File: src/rtl/parking_gate_controller_if.sv
// rtl/parking_gate_controller_if.sv - tracker-side strobe and vacancy signals
interface parking_gate_controller_if;
    logic car_entered;
    logic is_uni_car_entered;
    logic car_exited;
    logic is_uni_car_exited;
    logic uni_is_vacated_space;
    logic is_vacated_space;

    modport master (
        output car_entered,
        output is_uni_car_entered,
        output car_exited,
        output is_uni_car_exited,
        input  uni_is_vacated_space,
        input  is_vacated_space
    );

    modport slave (
        input  car_entered,
        input  is_uni_car_entered,
        input  car_exited,
        input  is_uni_car_exited,
        output uni_is_vacated_space,
        output is_vacated_space
    );
endinterface

File: src/rtl/parking_gate_controller.sv
// rtl/parking_gate_controller.sv - entry/exit gate debounce, barrier control and strobe arbiter
module parking_gate_controller #(
    parameter int DEBOUNCE_CYCLES = 4,
    parameter int OPEN_CYCLES     = 2000
) (
    input  logic clk,
    input  logic reset_n,
    input  logic loop_in,
    input  logic uni_tag_in,
    input  logic loop_out,
    input  logic uni_tag_out,
    parking_gate_controller_if.master trk,
    output logic barrier_in_open,
    output logic barrier_out_open,
    output logic entry_denied,
    output logic gate_timeout
);
    typedef enum logic [2:0] {
        S_IDLE, S_ARRIVE, S_OPEN, S_LEAVE, S_DENY, S_CLEAR
    } gate_state_t;

    localparam int DW = $clog2(DEBOUNCE_CYCLES + 1);
    localparam int OW = $clog2(OPEN_CYCLES + 1);
    localparam logic [DW-1:0] DEB_ONE   = DW'(1);
    localparam logic [DW-1:0] DEB_LAST  = DW'(DEBOUNCE_CYCLES - 1);
    localparam logic [OW-1:0] OPEN_ONE  = OW'(1);
    localparam logic [OW-1:0] OPEN_LAST = OW'(OPEN_CYCLES - 1);

    gate_state_t    in_state, out_state;
    logic [DW-1:0]  in_deb, out_deb;
    logic [OW-1:0]  in_open_cnt, out_open_cnt;
    logic           in_uni, out_uni;
    logic           pend, pend_uni;

    logic in_vacant, in_strobe, out_strobe, in_timeout, out_timeout;
    logic ent_req, ent_uni;

    // The class register is sampled at the decision edge, so the vacancy choice uses the live tag.
    assign in_vacant   = uni_tag_in ? trk.uni_is_vacated_space : trk.is_vacated_space;
    assign in_strobe   = (in_state == S_LEAVE) && !loop_in && (in_deb == DEB_LAST);
    assign out_strobe  = (out_state == S_LEAVE) && !loop_out && (out_deb == DEB_LAST);
    assign in_timeout  = (in_state == S_OPEN) && loop_in && (in_open_cnt == OPEN_LAST);
    assign out_timeout = (out_state == S_OPEN) && loop_out && (out_open_cnt == OPEN_LAST);
    assign ent_req     = in_strobe | pend;
    assign ent_uni     = pend ? pend_uni : in_uni;

    // Entry gate: debounce, vacancy decision, barrier and deny flag.
    always_ff @(posedge clk or negedge reset_n) begin
        if (!reset_n) begin
            in_state        <= S_IDLE;
            in_deb          <= '0;
            in_open_cnt     <= '0;
            in_uni          <= 1'b0;
            barrier_in_open <= 1'b0;
            entry_denied    <= 1'b0;
        end else begin
            case (in_state)
                S_IDLE: begin
                    in_deb <= loop_in ? DEB_ONE : '0;
                    if (loop_in) in_state <= S_ARRIVE;
                end
                S_ARRIVE: begin
                    if (!loop_in) begin
                        in_state <= S_IDLE;
                        in_deb   <= '0;
                    end else if (in_deb == DEB_LAST) begin
                        in_uni      <= uni_tag_in;
                        in_deb      <= '0;
                        in_open_cnt <= '0;
                        if (in_vacant) begin
                            in_state        <= S_OPEN;
                            barrier_in_open <= 1'b1;
                        end else begin
                            in_state     <= S_DENY;
                            entry_denied <= 1'b1;
                        end
                    end else begin
                        in_deb <= in_deb + DEB_ONE;
                    end
                end
                S_OPEN: begin
                    if (!loop_in) begin
                        in_state <= S_LEAVE;
                        in_deb   <= DEB_ONE;
                    end else if (in_timeout) begin
                        in_state        <= S_CLEAR;
                        barrier_in_open <= 1'b0;
                        in_deb          <= '0;
                    end else begin
                        in_open_cnt <= in_open_cnt + OPEN_ONE;
                    end
                end
                S_LEAVE: begin
                    if (loop_in) begin
                        in_state <= S_OPEN;
                        in_deb   <= '0;
                    end else if (in_deb == DEB_LAST) begin
                        in_state        <= S_IDLE;
                        in_deb          <= '0;
                        barrier_in_open <= 1'b0;
                    end else begin
                        in_deb <= in_deb + DEB_ONE;
                    end
                end
                S_DENY, S_CLEAR: begin
                    if (loop_in) begin
                        in_deb <= '0;
                    end else if (in_deb == DEB_LAST) begin
                        in_state     <= S_IDLE;
                        in_deb       <= '0;
                        entry_denied <= 1'b0;
                    end else begin
                        in_deb <= in_deb + DEB_ONE;
                    end
                end
                default: in_state <= S_IDLE;
            endcase
        end
    end

    // Exit gate: same debounce and timeout rules, always opens.
    always_ff @(posedge clk or negedge reset_n) begin
        if (!reset_n) begin
            out_state        <= S_IDLE;
            out_deb          <= '0;
            out_open_cnt     <= '0;
            out_uni          <= 1'b0;
            barrier_out_open <= 1'b0;
        end else begin
            case (out_state)
                S_IDLE: begin
                    out_deb <= loop_out ? DEB_ONE : '0;
                    if (loop_out) out_state <= S_ARRIVE;
                end
                S_ARRIVE: begin
                    if (!loop_out) begin
                        out_state <= S_IDLE;
                        out_deb   <= '0;
                    end else if (out_deb == DEB_LAST) begin
                        out_uni          <= uni_tag_out;
                        out_deb          <= '0;
                        out_open_cnt     <= '0;
                        out_state        <= S_OPEN;
                        barrier_out_open <= 1'b1;
                    end else begin
                        out_deb <= out_deb + DEB_ONE;
                    end
                end
                S_OPEN: begin
                    if (!loop_out) begin
                        out_state <= S_LEAVE;
                        out_deb   <= DEB_ONE;
                    end else if (out_timeout) begin
                        out_state        <= S_CLEAR;
                        barrier_out_open <= 1'b0;
                        out_deb          <= '0;
                    end else begin
                        out_open_cnt <= out_open_cnt + OPEN_ONE;
                    end
                end
                S_LEAVE: begin
                    if (loop_out) begin
                        out_state <= S_OPEN;
                        out_deb   <= '0;
                    end else if (out_deb == DEB_LAST) begin
                        out_state        <= S_IDLE;
                        out_deb          <= '0;
                        barrier_out_open <= 1'b0;
                    end else begin
                        out_deb <= out_deb + DEB_ONE;
                    end
                end
                S_CLEAR: begin
                    if (loop_out) begin
                        out_deb <= '0;
                    end else if (out_deb == DEB_LAST) begin
                        out_state <= S_IDLE;
                        out_deb   <= '0;
                    end else begin
                        out_deb <= out_deb + DEB_ONE;
                    end
                end
                default: out_state <= S_IDLE;
            endcase
        end
    end

    // Strobe arbiter: exit wins a collision, the entry strobe waits one cycle in pend.
    always_ff @(posedge clk or negedge reset_n) begin
        if (!reset_n) begin
            trk.car_entered        <= 1'b1;
            trk.is_uni_car_entered <= 1'b0;
            trk.car_exited         <= 1'b1;
            trk.is_uni_car_exited  <= 1'b0;
            pend                   <= 1'b0;
            pend_uni               <= 1'b0;
            gate_timeout           <= 1'b0;
        end else begin
            gate_timeout <= in_timeout | out_timeout;
            if (out_strobe) begin
                trk.car_exited         <= 1'b0;
                trk.is_uni_car_exited  <= out_uni;
                trk.car_entered        <= 1'b1;
                trk.is_uni_car_entered <= 1'b0;
                pend                   <= ent_req;
                pend_uni               <= ent_uni;
            end else begin
                trk.car_exited         <= 1'b1;
                trk.is_uni_car_exited  <= 1'b0;
                trk.car_entered        <= !ent_req;
                trk.is_uni_car_entered <= ent_req & ent_uni;
                pend                   <= 1'b0;
                pend_uni               <= 1'b0;
            end
        end
    end
endmodule

File: src/flat_wrapper.sv
// flat-port wrapper written by rule: the top's interface ports become plain ports
module parking_gate_controller_flat 
#(
    parameter int DEBOUNCE_CYCLES = 4,
    parameter int OPEN_CYCLES     = 2000
)
  (clk, reset_n, loop_in, uni_tag_in, loop_out, uni_tag_out, barrier_in_open, barrier_out_open, entry_denied, gate_timeout, trk_car_entered, trk_is_uni_car_entered, trk_car_exited, trk_is_uni_car_exited, trk_uni_is_vacated_space, trk_is_vacated_space);
  parking_gate_controller_if trk_i ();
  input  logic clk;
  input  logic reset_n;
  input  logic loop_in;
  input  logic uni_tag_in;
  input  logic loop_out;
  input  logic uni_tag_out;
  output logic barrier_in_open;
  output logic barrier_out_open;
  output logic entry_denied;
  output logic gate_timeout;
  output wire logic [$bits(trk_i.car_entered)-1:0] trk_car_entered;
  output wire logic [$bits(trk_i.is_uni_car_entered)-1:0] trk_is_uni_car_entered;
  output wire logic [$bits(trk_i.car_exited)-1:0] trk_car_exited;
  output wire logic [$bits(trk_i.is_uni_car_exited)-1:0] trk_is_uni_car_exited;
  input wire logic [$bits(trk_i.uni_is_vacated_space)-1:0] trk_uni_is_vacated_space;
  input wire logic [$bits(trk_i.is_vacated_space)-1:0] trk_is_vacated_space;
  assign trk_car_entered = trk_i.car_entered;
  assign trk_is_uni_car_entered = trk_i.is_uni_car_entered;
  assign trk_car_exited = trk_i.car_exited;
  assign trk_is_uni_car_exited = trk_i.is_uni_car_exited;
  assign trk_i.uni_is_vacated_space = trk_uni_is_vacated_space;
  assign trk_i.is_vacated_space = trk_is_vacated_space;
  parking_gate_controller #(.DEBOUNCE_CYCLES(DEBOUNCE_CYCLES), .OPEN_CYCLES(OPEN_CYCLES)) u_core (.clk(clk), .reset_n(reset_n), .loop_in(loop_in), .uni_tag_in(uni_tag_in), .loop_out(loop_out), .uni_tag_out(uni_tag_out), .trk(trk_i), .barrier_in_open(barrier_in_open), .barrier_out_open(barrier_out_open), .entry_denied(entry_denied), .gate_timeout(gate_timeout));
endmodule
File: config.mk
export PLATFORM = sky130hd
export DESIGN_NAME = parking_gate_controller_flat
export DESIGN_NICKNAME = d
export VERILOG_FILES = /design/src/rtl/parking_gate_controller_if.sv /design/src/rtl/parking_gate_controller.sv /design/src/flat_wrapper.sv
export SDC_FILE = /design/constraint.sdc
export NUM_CORES = 1
export LEC_CHECK = 0
export BUFFER_PORTS_ARGS = -buffer_cell sky130_fd_sc_hd__buf_2
export CAP_MARGIN = 20
export CORE_ASPECT_RATIO = 1.25
export CORE_MARGIN = 10
export CORE_UTILIZATION = 68
export CTS_BUF_LIST = sky130_fd_sc_hd__clkbuf_8
export DETAILED_ROUTE_END_ITERATION = 8
export HOLD_SLACK_MARGIN = 0.06
export PLACE_DENSITY = 0.85
export SYNTH_ARGS = -nofsm -noshare
export SYNTH_HDL_FRONTEND = slang
export SYNTH_SLANG_ARGS = --single-unit
File: constraint.sdc
create_clock -name clk -period 3 [get_ports clk]
set_input_delay 0.15 -clock clk [delete_from_list [all_inputs] [get_ports clk]]
set_output_delay 0.15 -clock clk [all_outputs]
set_load 0.02 [all_outputs]
==> metrics.md <==
| Metric | Value |
|---|---|
| Worst Setup SP | u_core.in_state[1] |
| Crit-path slowest cell | dfrtp_1 |
| Required time of the worst setup path | between 3000 and 4000 ps |
| Final hold violations | 0 |
| Overall power | around 0.0020 W |
| CTS tree | done |
| Largest area contributor in the netlist | dfrtp_1 |
| Worst-margin pin slew | about 990 ps |
| Register share of total power | just under 50% |
| Final instance area | between 2000 and 3000 um^2 |
| Initial Utilization | between 70% and 80% |
| Largest net degree at the start of global routing | 47 |
| Leak Pwr | 1.20 nW |
| Iteration-0 DRC Markers | 186 |
| Syn nets | between 300 and 400 |
| Normalized max-slew margin | between 30% and 40% |
| Clock Latency Late Sink | 310 ps |
| Fillers | around 280 |
| Clock sink total | 46 |
| DRC viols | 0 |
| Ys flop type | dfrtp_1 |
| Most frequent cell after synthesis | dfrtp_1 |
| Post-detailed-route via-to-cell ratio | ~6.6 |
| Non-filler cells, final | 361 |
| GRT Resource Usage Total | 18.2% |
| Fmax | roughly 0.5 GHz |
| DR vias | between 2,000 and 2,500 |
| Layout Nets | ~320 |
| Number of CTS-inserted buffers | 5 |
| Pre-Repair DR Iteration Count | 5 |
| Detailed Place HPWL | 4270 um |
| Worst-path cell chain | and2b_1, o21ai_1, buf_4, or4_1, a21oi_1 |
| Internal Power | 0.00122 W |
| CP endpoint kind | flip-flop |
| H-tree levels | 2 |
| RSZ-0062 raised after global routing | no |
| Clock slew at reported path FFs | about 90 ps |
| Fraction of layout cells with a size suffix above 1 | 14.3% |
| Synth Cell Area | 2750 um^2 |
| Routed wire length | about 6200 um |
| Register bit count reported by yosys | 46 |
| Crit-path max cell delay | 670 ps |
| Row cnt | 25 |
| Hold Crit Start | uni_tag_in |
| Worst setup SP type | flip-flop |
| Top Metal Used | met4 |
| IO Count | 16 |
| Hold-fix buffers, CTS | 2 |
| I/O Buffers | 15 |
| Worst Hold Class | in2reg |
| Switching power | between 0.0007 and 0.0008 W |
| Wire per inst | around 17 um |
| Met3 wire len | ~220 um |
| Setup TNS | 0 ps |
| Routed length on met2 | ~3400 um |
| Postcts setup bufs | 0 |
| GRT Residual Overflow | 0 |
| Routability cong. | around 0.85 |
| Antenna Nets Post-Route | 0 |
| Comb power frac | 32.1% |
| Async set or reset register ratio after synthesis | between 90% and 100% |
| Clock Power Share | slightly below 20% |
| Reg area | 1150 um^2 |
| Worst Path Arrival | ~2200 ps |
| Placed Cells | approximately 350 |
| Area of the multi-input gates | between 1000 and 1500 um^2 |
| Status | completed |
| CTS root buf | clkbuf_8 |
| Resize count post-CTS | 0 |
| Die width | between 70 and 80 um |
| Post-synth EDFFs | 0 |
| Peak supply drop | about 0.00052 V |
| Initial antenna violation count | 0 |
| Synth top cells by count | dfrtp_1 (44), nand2_1 (30), a21oi_1 (21), o21ai_0 (21), nand2b_1 (15) |
| Syn-to-layout area delta | 7.70% |
| First-pass GRT wire length | about 11,000 um |
| Vias in the first global route | roughly 2,300 |
| CP Class | reg2reg |
| DP Area | 2850 um^2 |
| Post-Synthesis Cells | just under 300 |
| Top cell type's share of synthesized area | between 40% and 50% |
| DRT met1 WL | ~2500 um |
| Max Clock Skew | between 10 and 15 ps |
| Period minus WS final | about 2000 ps |
| Antenna Cells | 0 |
| Period utilization | between 60% and 70% |
| Final Max Tran Viols | 0 |
| Crit-path max FO | 18 |
| P per Cell Area | 673 nW/um^2 |
| Die Y | 91.1 um |
| Die area | between 6000 and 7000 um^2 |
| Switching Fraction | between 30% and 40% |
| Mean Syn Cell Area | between 9 and 10 um^2 |
| YS warnings | 0 |
| Buffer depth of the longest clock path | 2 |
| Top cells by area, synth | dfrtp_1 (40%), nand2_1 (4.1%), a21oi_1 (3.8%), o21ai_0 (3.8%), nand2b_1 (3.4%) |
| Post-synthesis sequential area ratio | a little over two fifths |
| Core area | about 3800 um^2 |
| Setup violations, final | 0 |
| Unique masters post-synth | between 60 and 70 |
| Max_cap viols | 0 |
| R2R Path Start | u_core.in_state[1] |
## power by group through the flow
stage	Clock (W)	Sequential [W]	Combinational (W)
6_report	0.000396	0.000958	0.000639
5_1_grt	0.000429	0.000987	0.000720
4_1_cts	0.000403	0.000948	0.000640
3_5_place_dp	0	0.000958	0.000631
3_3_place_gp	0	0.000950	0.000601
2_1_floorplan	0	0.000875	0.000549
## area by class of cell
class / instances / share of cell area (%)
clock buffers: 5 / 2.33
inverters: 10 / 1.27
flip-flops and latches: 46 / 39.0
well taps: 54 / 2.28
multi-input cells: 224 / 50.6
repair buffers: 19 / 3.72
clock inverters: 3 / 0.803
## layout by cell type, fill, tap and decap left out, types with 5 or more instances in the layout
cell      Yosys  routed
nand2_1      30      30
inv_1        10      10
o211ai_1      5       5
or4_1         8       8
o31ai_1       8       8
nand2b_1     15      15
dfrtp_1      44      44
nor2_1       12      12
o21ai_0      21      21
or3_1         8       8
buf_2         5      15
nand3_1       9       9
clkbuf_8      0       5
nor2b_1       5       5
a21oi_1      21      21
## worst max-delay path: cells and delay by family (launching register included)
kind	cells	cell delay, ps
flip-flops	1	670
AND/OR/NAND/NOR	2	810
AO/OA/AOI/OAI	2	260
buffers and inverters	1	190
## flip-flops by register name, indices dropped and copies added (netlist names)
name                           count
u_core.barrier_out_open            1
u_core.entry_denied                1
u_core.trk.is_uni_car_exited       1
u_core.trk.car_exited              1
u_core.in_state                    3
u_core.pend_uni                    1
u_core.in_open_cnt                11
u_core.out_state                   3
u_core.out_uni                     1
u_core.in_deb                      3
u_core.out_open_cnt               11
u_core.trk.car_entered             1
u_core.trk.is_uni_car_entered      1
u_core.out_deb                     3
u_core.barrier_in_open             1
u_core.gate_timeout                1
u_core.pend                        1
u_core.in_uni                      1
## metrics by stage
| stage | util, % | setup WS, ps | hold WS (ps) |
|---|---|---|---|
| 3_3_place_gp | 74.0 | 1070 | 355 |
| 5_1_grt | 76.9 | 882 | 127 |
| 4_1_cts | 76.9 | 1010 | 94.6 |
| 3_5_place_dp | 74.0 | 1030 | 363 |
| 2_1_floorplan | - | 1180 | -146 |
| 6_report | 76.9 | 996 | 102 |
## metal layers
layer  vias up  GRT usage [%]
li1       1131              -
met1      1166           20.3
met2        66           33.5
met3        13           3.06
met4         0           6.68
met5         -              0
## kinds of logic after synthesis
family          synth area share, %
simple gates                   25.5
flops                          42.0
fa+ha+maj                      2.19
compound gates                 23.1
mux                            2.82
buf+inv                        3.51
xor+xnor                      0.956
## path summary, 6_finish.rpt
path                                          end  slack (ps)  depth (start not counted)
setup / recovery            u_core.in_open_cnt[7]        1000                          5
hold / removal                      u_core.in_uni         100                          3
setup reg to reg            u_core.in_open_cnt[7]        1000                          5
hold reg to reg                  u_core.in_deb[1]         500                          1
max in group asynchronous  u_core.barrier_in_open        1850                          2
min in group asynchronous  u_core.out_open_cnt[3]         530                          2
Note: power is estimated with default switching activity, not from simulation.
